===== config.mk =====
export PLATFORM = sky130hd
export DESIGN_NAME = sync_fifo_flagged
export DESIGN_NICKNAME = d
export VERILOG_FILES = /design/src/rtl/sync_fifo_flagged.sv
export SDC_FILE = /design/constraint.sdc
export NUM_CORES = 1
export LEC_CHECK = 0
export ABC_AREA = 0
export CAP_MARGIN = 25
export CELL_PAD_IN_SITES_DETAIL_PLACEMENT = 1
export CELL_PAD_IN_SITES_GLOBAL_PLACEMENT = 1
export CORE_UTILIZATION = 30
export DETAILED_ROUTE_END_ITERATION = 7
export DONT_BUFFER_PORTS = 1
export PLACE_DENSITY_LB_ADDON = 0.1
export SETUP_SLACK_MARGIN = 0.1
export SLEW_MARGIN = 5
export SYNTH_ARGS = -nofsm -noshare
export SYNTH_HDL_FRONTEND = slang
export SYNTH_SLANG_ARGS = --single-unit

===== constraint.sdc =====
create_clock -name clk -period 3.41 [get_ports clk]
set_input_delay 0.5115 -clock clk [delete_from_list [all_inputs] [get_ports clk]]
set_output_delay 0.5115 -clock clk [all_outputs]
set_load 0.005 [all_outputs]

===== src/rtl/sync_fifo_flagged.sv =====
// Synchronous FIFO with registered occupancy flags, sticky overflow/underflow
// and a choice of first-word-fall-through or registered read data.
module sync_fifo_flagged #(
   parameter int WIDTH        = 8,
   parameter int DEPTH        = 16,
   parameter int ALMOST_FULL  = 12,
   parameter int ALMOST_EMPTY = 2,
   parameter int FWFT         = 1
) (
   input  logic                     clk,
   input  logic                     rst,
   input  logic                     flush,
   input  logic                     w_en,
   input  logic [WIDTH-1:0]         i_dat,
   input  logic                     r_en,
   output logic [WIDTH-1:0]         o_dat,
   output logic                     o_valid,
   output logic [$clog2(DEPTH):0]   count,
   output logic                     w_full,
   output logic                     w_almost_full,
   output logic                     r_empty,
   output logic                     r_almost_empty,
   output logic                     overflow,
   output logic                     underflow
);

   localparam int AW = $clog2(DEPTH);
   localparam int CW = AW + 1;

   if (DEPTH < 4 || (DEPTH & (DEPTH - 1)) != 0) begin : g_badDepth
      $error("sync_fifo_flagged: DEPTH must be a power of 2 and at least 4");
   end
   if (ALMOST_FULL < 1 || ALMOST_FULL > DEPTH) begin : g_badAlmostFull
      $error("sync_fifo_flagged: ALMOST_FULL must lie in 1..DEPTH");
   end
   if (ALMOST_EMPTY < 0 || ALMOST_EMPTY > DEPTH - 1) begin : g_badAlmostEmpty
      $error("sync_fifo_flagged: ALMOST_EMPTY must lie in 0..DEPTH-1");
   end

   logic [WIDTH-1:0] r_mem [DEPTH];
   logic [AW:0]      r_wrPtr;
   logic [AW:0]      r_rdPtr;
   logic [CW-1:0]    r_count;
   logic             w_wrAccept;
   logic             w_rdAccept;
   logic [CW-1:0]    w_countNext;

   // A write into a full FIFO is dropped even if a read frees a slot this cycle.
   assign w_wrAccept  = w_en & ~w_full & ~flush;
   assign w_rdAccept  = r_en & ~r_empty & ~flush;
   assign w_countNext = r_count + CW'(w_wrAccept) - CW'(w_rdAccept);
   assign count       = r_count;

   always_ff @(posedge clk or posedge rst) begin
      if (rst) begin
         r_wrPtr        <= '0;
         r_rdPtr        <= '0;
         r_count        <= '0;
         w_full         <= 1'b0;
         w_almost_full  <= 1'b0;
         r_empty        <= 1'b1;
         r_almost_empty <= 1'b1;
         overflow       <= 1'b0;
         underflow      <= 1'b0;
      end else if (flush) begin
         r_wrPtr        <= '0;
         r_rdPtr        <= '0;
         r_count        <= '0;
         w_full         <= 1'b0;
         w_almost_full  <= 1'b0;
         r_empty        <= 1'b1;
         r_almost_empty <= 1'b1;
         overflow       <= 1'b0;
         underflow      <= 1'b0;
      end else begin
         if (w_wrAccept) begin
            r_wrPtr <= r_wrPtr + (AW+1)'(1);
         end
         if (w_rdAccept) begin
            r_rdPtr <= r_rdPtr + (AW+1)'(1);
         end
         r_count        <= w_countNext;
         w_full         <= (w_countNext == CW'(DEPTH));
         w_almost_full  <= (w_countNext >= CW'(ALMOST_FULL));
         r_empty        <= (w_countNext == '0);
         r_almost_empty <= (w_countNext <= CW'(ALMOST_EMPTY));
         if (w_en && w_full) begin
            overflow <= 1'b1;
         end
         if (r_en && r_empty) begin
            underflow <= 1'b1;
         end
      end
   end

   // Storage is deliberately left unreset; only the pointers define contents.
   always_ff @(posedge clk) begin
      if (w_wrAccept) begin
         r_mem[r_wrPtr[AW-1:0]] <= i_dat;
      end
   end

   if (FWFT != 0) begin : g_fwft
      // Head word is shown directly; zero while empty so reset presents 0.
      assign o_dat   = r_empty ? '0 : r_mem[r_rdPtr[AW-1:0]];
      assign o_valid = ~r_empty;
   end else begin : g_std
      logic [WIDTH-1:0] r_oDat;
      logic             r_oValid;

      always_ff @(posedge clk or posedge rst) begin
         if (rst) begin
            r_oDat   <= '0;
            r_oValid <= 1'b0;
         end else if (flush) begin
            r_oValid <= 1'b0;
         end else begin
            r_oValid <= w_rdAccept;
            if (w_rdAccept) begin
               r_oDat <= r_mem[r_rdPtr[AW-1:0]];
            end
         end
      end

      assign o_dat   = r_oDat;
      assign o_valid = r_oValid;
   end

endmodule


==> impl_metrics.py <==
metrics = {
    "drt": {
        "vias": 3212,
        "antenna_left": 0,
        "wl_per_cell_um": 21.3,
        "drt_first_pass_iters": 4,
        "viasPerCell": 4.74,
        "drc_errors": 0,
        "drt_iter0_markers": 204,
        "totalWireLength_um": 14400,
    },
    "clocking": {
        "cts_sinks": 147,
        "htree_levels": 4,
        "cts_buffers": 17,
        "clock_latency_ns": 0.42,
        "post_cts_buffers": 0,
        "cts.clk_slew.worst_paths_ns": 0.06,
        "cts_root_buf": "clkbuf_16",
        "cts_hold_buf": 0,
        "cts_tree": "built",
        "cts_buffer_depth": 2,
        "post_cts_resized": 0,
    },
    "floorplanning": {
        "ios": 33,
        "core.rowCount": 51,
        "die_y_um": 145,
        "coreArea_um2": 19700,
        "dieArea_um2": 21000,
        "initial_utilization_pct": 31.0,
        "die_x_um": 145,
    },
    "run_status": {
        "status": "finished, final reports clean",
    },
    "placement": {
        "hpwlAfterDp_um": 9380,
        "dpl.cell_count": 645,
        "globalplace.congestion": 0.706,
        "io_buffers": 0,
        "place_ws_ns": 0.475,
    },
    "worst_setup_path": {
        "cp.depth": 5,
        "r2r_end": "w_full$_DFF_PP0_",
        "crit_chain": "buf_12 -> mux2i_1 -> a22oi_1 -> nand2_1 -> o21ai_1",
        "rr_worst_depth": 11,
        "worst-path-max-fanout": 33,
        "path_buf_inv": 1,
        "crit_family": "flip-flops",
        "crit_arrival_ns": 2.38,
        "max_stage_delay_ns": 0.85,
        "cp_slowest_cell": "dfrtp_4",
        "crit_required_ns": 2.90,
        "cp-start-kind": "flop",
        "path_class": "flop to primary output",
        "r2r_slack_ns": 0.60,
        "r2r-start": "r_empty$_DFF_PP1_",
        "endpoint_kind": "primary output",
    },
    "cells_and_area": {
        "final_cells": 677,
        "syn_to_final_growth_pct": 14.5,
        "diodes": 0,
        "drive_above_1_share_pct": 13.1,
        "nets": 423,
    },
    "synth": {
        "synth_flop_cell": "edfxtp_1",
        "synthCells": 381,
        "ys_types": 37,
        "syn_area_um2": 6110,
        "synth_seq_cells": 147,
        "ys.warnings.count": 0,
        "syn_nets": 405,
        "synth_edf_count": 128,
        "seq_area_frac_synth_pct": 70.7,
        "avgSynthCellArea_um2": 16.0,
        "async_flop_share_pct": 12.9,
    },
    "timing": {
        "min_period_ns": 2.89,
        "grt_setup_unrepaired": "false",
        "tightest_slew_ns": 1.01,
        "max_freq_mhz": 346,
        "period_share_pct": 84.9,
        "skew_ns": 0.0127,
        "finalHoldViolations": 0,
        "finalSetupViolCount": 0,
        "setup_ws_ns": 0.516,
        "timing.setup.tns_ns": 0,
        "finalMaxSlewViolations": 0,
        "relSlewSlack_pct": 32.5,
    },
    "global_route": {
        "antenna_found_initial": 0,
        "grt_max_degree": 34,
        "met1_usage_pct": 18.7,
        "grt_util_met3_pct": 4.21,
        "top_usage_layer": "met2",
        "overflow": 0,
        "grt.total_usage_pct": 15.1,
        "use_met2_pct": 24.9,
        "grt_pass1_vias": 3458,
        "grt_pass1_wl_um": 21800,
    },
    "pwr": {
        "power.total_mw": 4.90,
        "ir_drop_mv": 0.338,
        "p_leak_nw": 2.38,
        "cellPowerDensity_nw_per_um2": 700,
    },
    "worst_hold_path": {
        "hp-class": "input pin to async pin",
    },
    "job": {
        "drv_cap": 0,
    },
}
## state kept, by name, summed over array words and instances (netlist names)
signal          cells
w_full              1
w_almost_full       1
r_almost_empty      1
r_empty             1
r_wrPtr             4
count               5
r_mem             128
overflow            1
r_rdPtr             4
underflow           1
## final cells by class
class	instances	area, um^2
inverters	11	41.3
clock buffers	23	510
fillers	1991	12700
repair buffers	15	125
well taps	265	332
multi-input cells	207	1590
clock inverters	9	73.8
flip-flops and latches	147	4330
## where the power goes
part | total [mW] | switching [mW] | internal, mW
Combinational | 0.863 | 0.484 | 0.379
Sequential | 2.21 | 0.150 | 2.06
Clock | 1.82 | 0.698 | 1.12
## per-layer routing
metal	up-vias	wire length, um
li1	1472	-
met1	1673	6490
met2	51	7190
met3	16	512
met4	0	233
met5	-	0
## placed cells by master (no fill, tap or decap), types with 2 or more instances in the layout
| cell | count |
|---|---|
| o21ai_1 | 8 |
| nand2_1 | 15 |
| nor2b_1 | 8 |
| inv_1 | 11 |
| mux4_2 | 5 |
| clkbuf_16 | 19 |
| a22oi_1 | 27 |
| clkbuf_8 | 2 |
| dfrtp_1 | 16 |
| dfstp_2 | 2 |
| a21oi_1 | 5 |
| ha_1 | 10 |
| clkinv_2 | 7 |
| xnor2_1 | 3 |
| buf_4 | 14 |
| nor2_1 | 34 |
| nand2b_1 | 7 |
| xor2_1 | 7 |
| clkbuf_1 | 2 |
| mux2i_1 | 56 |
| nand3_1 | 9 |
| edfxtp_1 | 128 |
## per-stage QoR
step,hold slack (ns),instance area (um^2),utilization [%]
floorplan,0.461,6110,-
global placement,0.520,6410,32.5
detailed placement,0.516,6410,32.5
CTS,0.123,7000,35.5
global route,0.131,7000,35.5
finish,0.106,7000,35.5
## worst max path at each step
stage / startpoint / to / slack, ns
finish: r_rdPtr[0]$_DFFE_PP0P_ / o_dat[7] / 0.52
global route: r_empty$_DFF_PP1_ / w_full$_DFF_PP0_ / 0.37
CTS: r_rdPtr[0]$_DFFE_PP0P_ / o_dat[7] / 0.49
detailed placement: r_en / w_full$_DFF_PP0_ / 0.48
global placement: r_en / w_full$_DFF_PP0_ / 0.53
floorplan: r_en / w_full$_DFF_PP0_ / 0.72
## logic make-up (layout without fill, tap and decap cells)
kind of cell / Yosys count / after routing / synth area share [%]
flip-flops: 147 / 147 / 70.7
XOR/XNOR: 10 / 10 / 1.43
adder cells (fa/ha/maj): 11 / 11 / 2.37
buffers and inverters: 27 / 58 / 3.27
multiplexers: 61 / 61 / 11.0
AND/OR/NAND/NOR: 80 / 80 / 6.12
AO/OA/AOI/OAI: 45 / 45 / 5.10
## cell usage after synthesis, types with 2 or more instances
library cell	number	area (um^2)
nand2b_1	7	43.8
dfstp_2	2	52.6
buf_4	3	22.5
buf_6	3	33.8
inv_1	11	41.3
o21ai_1	8	40.0
xor2_1	7	61.3
nor2b_1	8	50.1
mux2i_1	56	561
buf_12	3	60.1
nand3_1	9	45.0
a22oi_1	27	203
buf_2	4	20.0
xnor2_1	3	26.3
ha_1	10	125
mux4_2	5	113
dfrtp_1	17	425
nor2_1	34	128
nand2_1	15	56.3
a21oi_1	5	25.0
edfxtp_1	128	3840
Power figures use the tool's default switching activity.
